<file path="src/rtl/fifo_control_unit_if.sv">
// Handshake and status bundle between a FIFO user and its pointer/status controller.
// The master issues requests; the slave (controller) drives addresses and flags.
interface fifo_control_unit_if #(
  parameter int DEPTH = 4
);
  localparam int AW = $clog2(DEPTH);

  logic          push;
  logic          pop;
  logic          clr_err;
  logic [AW-1:0] w_addr;
  logic [AW-1:0] r_addr;
  logic          we;
  logic          full;
  logic          empty;
  logic          almost_full;
  logic          almost_empty;
  logic [AW:0]   count;
  logic          overflow;
  logic          underflow;

  modport master (
    output push, pop, clr_err,
    input  w_addr, r_addr, we, full, empty, almost_full, almost_empty,
           count, overflow, underflow
  );

  modport slave (
    input  push, pop, clr_err,
    output w_addr, r_addr, we, full, empty, almost_full, almost_empty,
           count, overflow, underflow
  );
endinterface

</file>
<file path="src/rtl/fifo_control_unit.sv">
// Pointer and status controller for a synchronous FIFO built around an external register file.
// Owns the wrap-bit read/write pointers and the sticky error flags; the register file holds data only.
module fifo_control_unit #(
  parameter int DEPTH     = 4,
  parameter int AFULL_TH  = DEPTH - 1,
  parameter int AEMPTY_TH = 1
) (
  input  logic                    clk,
  input  logic                    rst,
  fifo_control_unit_if.slave      bus
);
  localparam int AW = $clog2(DEPTH);
  localparam int PW = AW + 1;

  logic [PW-1:0] wptr_q, wptr_d;
  logic [PW-1:0] rptr_q, rptr_d;
  logic          overflow_q, overflow_d;
  logic          underflow_q, underflow_d;

  logic [PW-1:0] count;
  logic          full;
  logic          empty;
  logic          push_ok;
  logic          pop_ok;

  always_comb begin
    // Modular subtraction of wrap-bit pointers yields occupancy 0..DEPTH directly.
    count   = wptr_q - rptr_q;
    full    = (wptr_q[AW-1:0] == rptr_q[AW-1:0]) && (wptr_q[AW] != rptr_q[AW]);
    empty   = (wptr_q == rptr_q);
    push_ok = bus.push & (~full | bus.pop);
    pop_ok  = bus.pop & ~empty;

    wptr_d      = push_ok ? wptr_q + PW'(1) : wptr_q;
    rptr_d      = pop_ok  ? rptr_q + PW'(1) : rptr_q;
    overflow_d  = (bus.push & ~push_ok) | (overflow_q  & ~bus.clr_err);
    underflow_d = (bus.pop  & ~pop_ok)  | (underflow_q & ~bus.clr_err);
  end

  // NOTE: reset takes priority over every request, so a push or pop in the reset cycle is dropped without flagging an error.
  always_ff @(posedge clk) begin
    if (rst) begin
      wptr_q      <= '0;
      rptr_q      <= '0;
      overflow_q  <= 1'b0;
      underflow_q <= 1'b0;
    end else begin
      wptr_q      <= wptr_d;
      rptr_q      <= rptr_d;
      overflow_q  <= overflow_d;
      underflow_q <= underflow_d;
    end
  end

  assign bus.we           = push_ok & ~rst;
  assign bus.w_addr       = wptr_q[AW-1:0];
  assign bus.r_addr       = rptr_q[AW-1:0];
  assign bus.count        = count;
  assign bus.full         = full;
  assign bus.empty        = empty;
  assign bus.almost_full  = (count >= PW'(AFULL_TH));
  assign bus.almost_empty = (count <= PW'(AEMPTY_TH));
  assign bus.overflow     = overflow_q;
  assign bus.underflow    = underflow_q;
endmodule

</file>
<file path="src/flat_wrapper.sv">
// flat-port wrapper written by rule: the top's interface ports become plain ports
module fifo_control_unit_flat 
#(
  parameter int DEPTH     = 4,
  parameter int AFULL_TH  = DEPTH - 1,
  parameter int AEMPTY_TH = 1
)
  (clk, rst, bus_push, bus_pop, bus_clr_err, bus_w_addr, bus_r_addr, bus_we, bus_full, bus_empty, bus_almost_full, bus_almost_empty, bus_count, bus_overflow, bus_underflow);
  fifo_control_unit_if #(.DEPTH(DEPTH)) bus_i ();
  input  logic clk;
  input  logic rst;
  input wire logic [$bits(bus_i.push)-1:0] bus_push;
  input wire logic [$bits(bus_i.pop)-1:0] bus_pop;
  input wire logic [$bits(bus_i.clr_err)-1:0] bus_clr_err;
  output wire logic [$bits(bus_i.w_addr)-1:0] bus_w_addr;
  output wire logic [$bits(bus_i.r_addr)-1:0] bus_r_addr;
  output wire logic [$bits(bus_i.we)-1:0] bus_we;
  output wire logic [$bits(bus_i.full)-1:0] bus_full;
  output wire logic [$bits(bus_i.empty)-1:0] bus_empty;
  output wire logic [$bits(bus_i.almost_full)-1:0] bus_almost_full;
  output wire logic [$bits(bus_i.almost_empty)-1:0] bus_almost_empty;
  output wire logic [$bits(bus_i.count)-1:0] bus_count;
  output wire logic [$bits(bus_i.overflow)-1:0] bus_overflow;
  output wire logic [$bits(bus_i.underflow)-1:0] bus_underflow;
  assign bus_i.push = bus_push;
  assign bus_i.pop = bus_pop;
  assign bus_i.clr_err = bus_clr_err;
  assign bus_w_addr = bus_i.w_addr;
  assign bus_r_addr = bus_i.r_addr;
  assign bus_we = bus_i.we;
  assign bus_full = bus_i.full;
  assign bus_empty = bus_i.empty;
  assign bus_almost_full = bus_i.almost_full;
  assign bus_almost_empty = bus_i.almost_empty;
  assign bus_count = bus_i.count;
  assign bus_overflow = bus_i.overflow;
  assign bus_underflow = bus_i.underflow;
  fifo_control_unit #(.DEPTH(DEPTH), .AFULL_TH(AFULL_TH), .AEMPTY_TH(AEMPTY_TH)) u_core (.clk(clk), .rst(rst), .bus(bus_i));
endmodule
</file>
<file path="config.mk">
export PLATFORM = sky130hd
export DESIGN_NAME = fifo_control_unit_flat
export DESIGN_NICKNAME = d
export VERILOG_FILES = /design/src/rtl/fifo_control_unit_if.sv /design/src/rtl/fifo_control_unit.sv /design/src/flat_wrapper.sv
export SDC_FILE = /design/constraint.sdc
export NUM_CORES = 1
export LEC_CHECK = 0
export ABC_AREA = 1
export CAP_MARGIN = 30
export CORE_AREA = 2 2 39 41
export CTS_BUF_LIST = sky130_fd_sc_hd__clkbuf_4
export CTS_CLUSTER_SIZE = 14
export DETAILED_ROUTE_END_ITERATION = 8
export DIE_AREA = 0 0 41 43
export PLACE_DENSITY = 0.86
export SYNTH_ARGS = -nofsm -noshare
export SYNTH_HDL_FRONTEND = slang
export SYNTH_SLANG_ARGS = --single-unit
</file>
<file path="constraint.sdc">
create_clock -name clk -period 1.74 [get_ports clk]
set_input_delay 0.348 -clock clk [delete_from_list [all_inputs] [get_ports clk]]
set_output_delay 0.348 -clock clk [all_outputs]
set_load 0.005 [all_outputs]
</file>
==> impl_results.md <==
* Status: finished, violations left
* Failing checks: negative setup slack
* Syn Area/Cell at 7.38 um^2
* Startpoint types: flop
* Top-count cell post-synth: inv_1
* GP Congestion at 0.749
* Non-filler cells, final at 126
* Remaining antenna violation count after routing at 0
* # IOs at 19
* Minimum clock period at 1.92 ns
* Post-DP HPWL at 1020 um
* M1 WL at 567 um
* Synth Instances at 77
* Peak supply drop at 0.446 mV
* Placed cell count at 121
* Req. time, crit path at 1.39 ns
* Setup-failing EPs final at 4
* Setup TNS at -0.512 ns
* Pwr Density at 894 nW/um^2
* WS Path Type: reg2out
* Slew HR at 89.7%
* Psw at 0.294 mW
* Area growth, synth to finish at 58.4%
* Total CTS buffers at 3
* Slew Limit Fails at 0
* Max Clock Skew at 0.00530 ns
* Synth area leaders: dfxtp_1, inv_1, ha_1, nand2_1, nand3_4
* CTS tree: built
* ANT cells at 0
* Core ar. at 1380 um^2
* Via-per-instance ratio at 4.74
* Pint at 0.511 mW
* Clock network power share at 19.4%
* Synthesis Warnings at 0
* Sink Count at 8
* Register bit total from synthesis at 8
* Cell Rows at 14
* Critical path capture point type: output pin
* Initial Util at 41.0%
* Worst-Skew Late Latency at 0.27 ns
* DR top layer: met4
* Hold Crit Class: reg2reg
* Setup slack, reg-to-reg at 0.34 ns
* Initial antenna violation count at 0
* Met3 wire length at 63 um
* Post-synth ARST share at 0%
* First-pass GRT wire length at 2320 um
* DR WL/cell at 11.5 um
* Via count at 597
* Max-cap check violation count at 0
* Gr ovfl total at 0
* Leak pwr at 0.448 nW
* Most common flop cell mapped by yosys: dfxtp_1
* Hold-fix buffers, CTS at 0
* Post-synth top cells: inv_1, nand2_1, nor2_1
* Netlist cell types at 18
* Switching share of power at 36.5%
* Die Span Y at 43 um
* H-tree depth at 1
* Hold WS at 0.466 ns
* Die width at 41 um
* Finished Core Util at 65.0%
* Vias in the first global route at 583
* Post-synthesis sequential area ratio at 28.2%
* CTS root buf: clkbuf_4
* Worst-path maximum fanout at 3
* Share of layout cells above drive strength 1 at 45.5%
* Actual slew at the worst max-slew pin at 0.153 ns
* Worst path arrival time at 1.57 ns
* Synth area leader: dfxtp_1
* Met2 WL at 721 um
* Input/output buffers at 18
* Final Hold Vio Count at 0
* Worst-path clk slew at 0.06 ns
* Residual DRC count at 0
* Seq pwr share at 27.8%
* Syn nets at 87
* Comb pwr share at 52.8%
* Top cell type's share of synthesized area at 28.2%
* First drt pass iteration count at 4
* EDFF count, synth at 0
* Placement Cell Area at 843 um^2
* Post-route cell area at 900 um^2
* Cell area after synthesis at 568 um^2
* Largest net degree at the start of global routing at 7
* 1st-iter DRT viols at 8
* Clock buffer depth at 2
* Fmax at 520 MHz
* Total track usage at 20.3%
* Final setup margin at -0.182 ns
* WL final at 1450 um
* Period utilization at 110%
* RSZ-0062 raised after global routing: true
* Final net count at 122
* Die area at 1760 um^2
[timing repair]
action,CTS,global route
pin swaps,4,6
setup endpoints to repair,8,6
setup buffers,2,0
resized for setup,43,4
[registers in the layout, summed over array words and instances, names as in the netlist]
signal                count
u_core.bus.overflow       1
u_core.bus.underflow      1
u_core.rptr_q             3
u_core.wptr_q             3
[final cells by class]
class                      instances  area (um^2)
clock buffer                       3         22.5
fill                             124          484
sequential                         8          165
inverter                          17         68.8
tap                               16         20.0
multi-input combinational         48          359
timing repair buffer              34          264
[final timing paths]
kind                                           start              endpoint  cells past startpoint
worst min-delay path            u_core.bus.underflow  u_core.bus.underflow                      2
worst max-delay path                u_core.wptr_q[0]       bus_almost_full                      9
worst min register to register  u_core.bus.underflow  u_core.bus.underflow                      2
worst max register to register      u_core.rptr_q[1]      u_core.rptr_q[1]                     10
[per-stage QoR]
stage               power, mW  worst slack (ns)
floorplan               0.408             0.110
global placement        0.619            -0.290
finish                  0.805            -0.182
detailed placement      0.637            -0.361
global route            0.865            -0.282
CTS                     0.796            -0.220
[metal layers]
layer	GRT usage, %	up-vias
li1	-	300
met1	21.1	266
met2	32.5	22
met3	3.14	9
met4	18.0	0
met5	0	-
[power by group through the flow]
stage	Clock [mW]	Combinational [mW]	Sequential, mW
finish	0.156	0.425	0.224
global route	0.162	0.477	0.225
CTS	0.155	0.421	0.221
detailed placement	0	0.419	0.218
global placement	0	0.403	0.215
floorplan	0	0.186	0.222
[critical path: stages, from the launching register on]
cell and delay [ns]:
dfxtp_2 0.32, inv_2 0.07, ha_4 0.13, inv_2 0.03, fa_2 0.33, inv_2 0.07, xor2_2 0.15, inv_1 0.06
nand2_1 0.05, buf_2 0.10
[cells by family (layout without fill, tap and decap cells)]
kind of cell,Yosys count,count (layout),synth area share [%]
AOI/OAI and AO/OA,9,9,8.59
DFF,8,8,28.2
xor gates and xnor gates,2,2,4.41
and+or+nand+nor,32,32,30.0
adders and majority gates,5,5,12.3
buffers and inverters,21,54,16.5
[cells in the final DEF, fill, tap and decap left out, types with 2 or more instances in the layout]
cell,instances
nand2_1,10
o21ai_0,2
nor2_1,8
nand3_1,4
clkdlybuf4s50_1,10
ha_1,2
ha_4,2
a21oi_1,6
inv_2,4
dfxtp_1,4
nand2_4,3
clkbuf_4,3
inv_4,2
dfxtp_2,4
inv_1,11
buf_2,6
buf_4,16
nand3_4,2
nand2_2,3
Note: power is estimated with default switching activity, not from simulation.
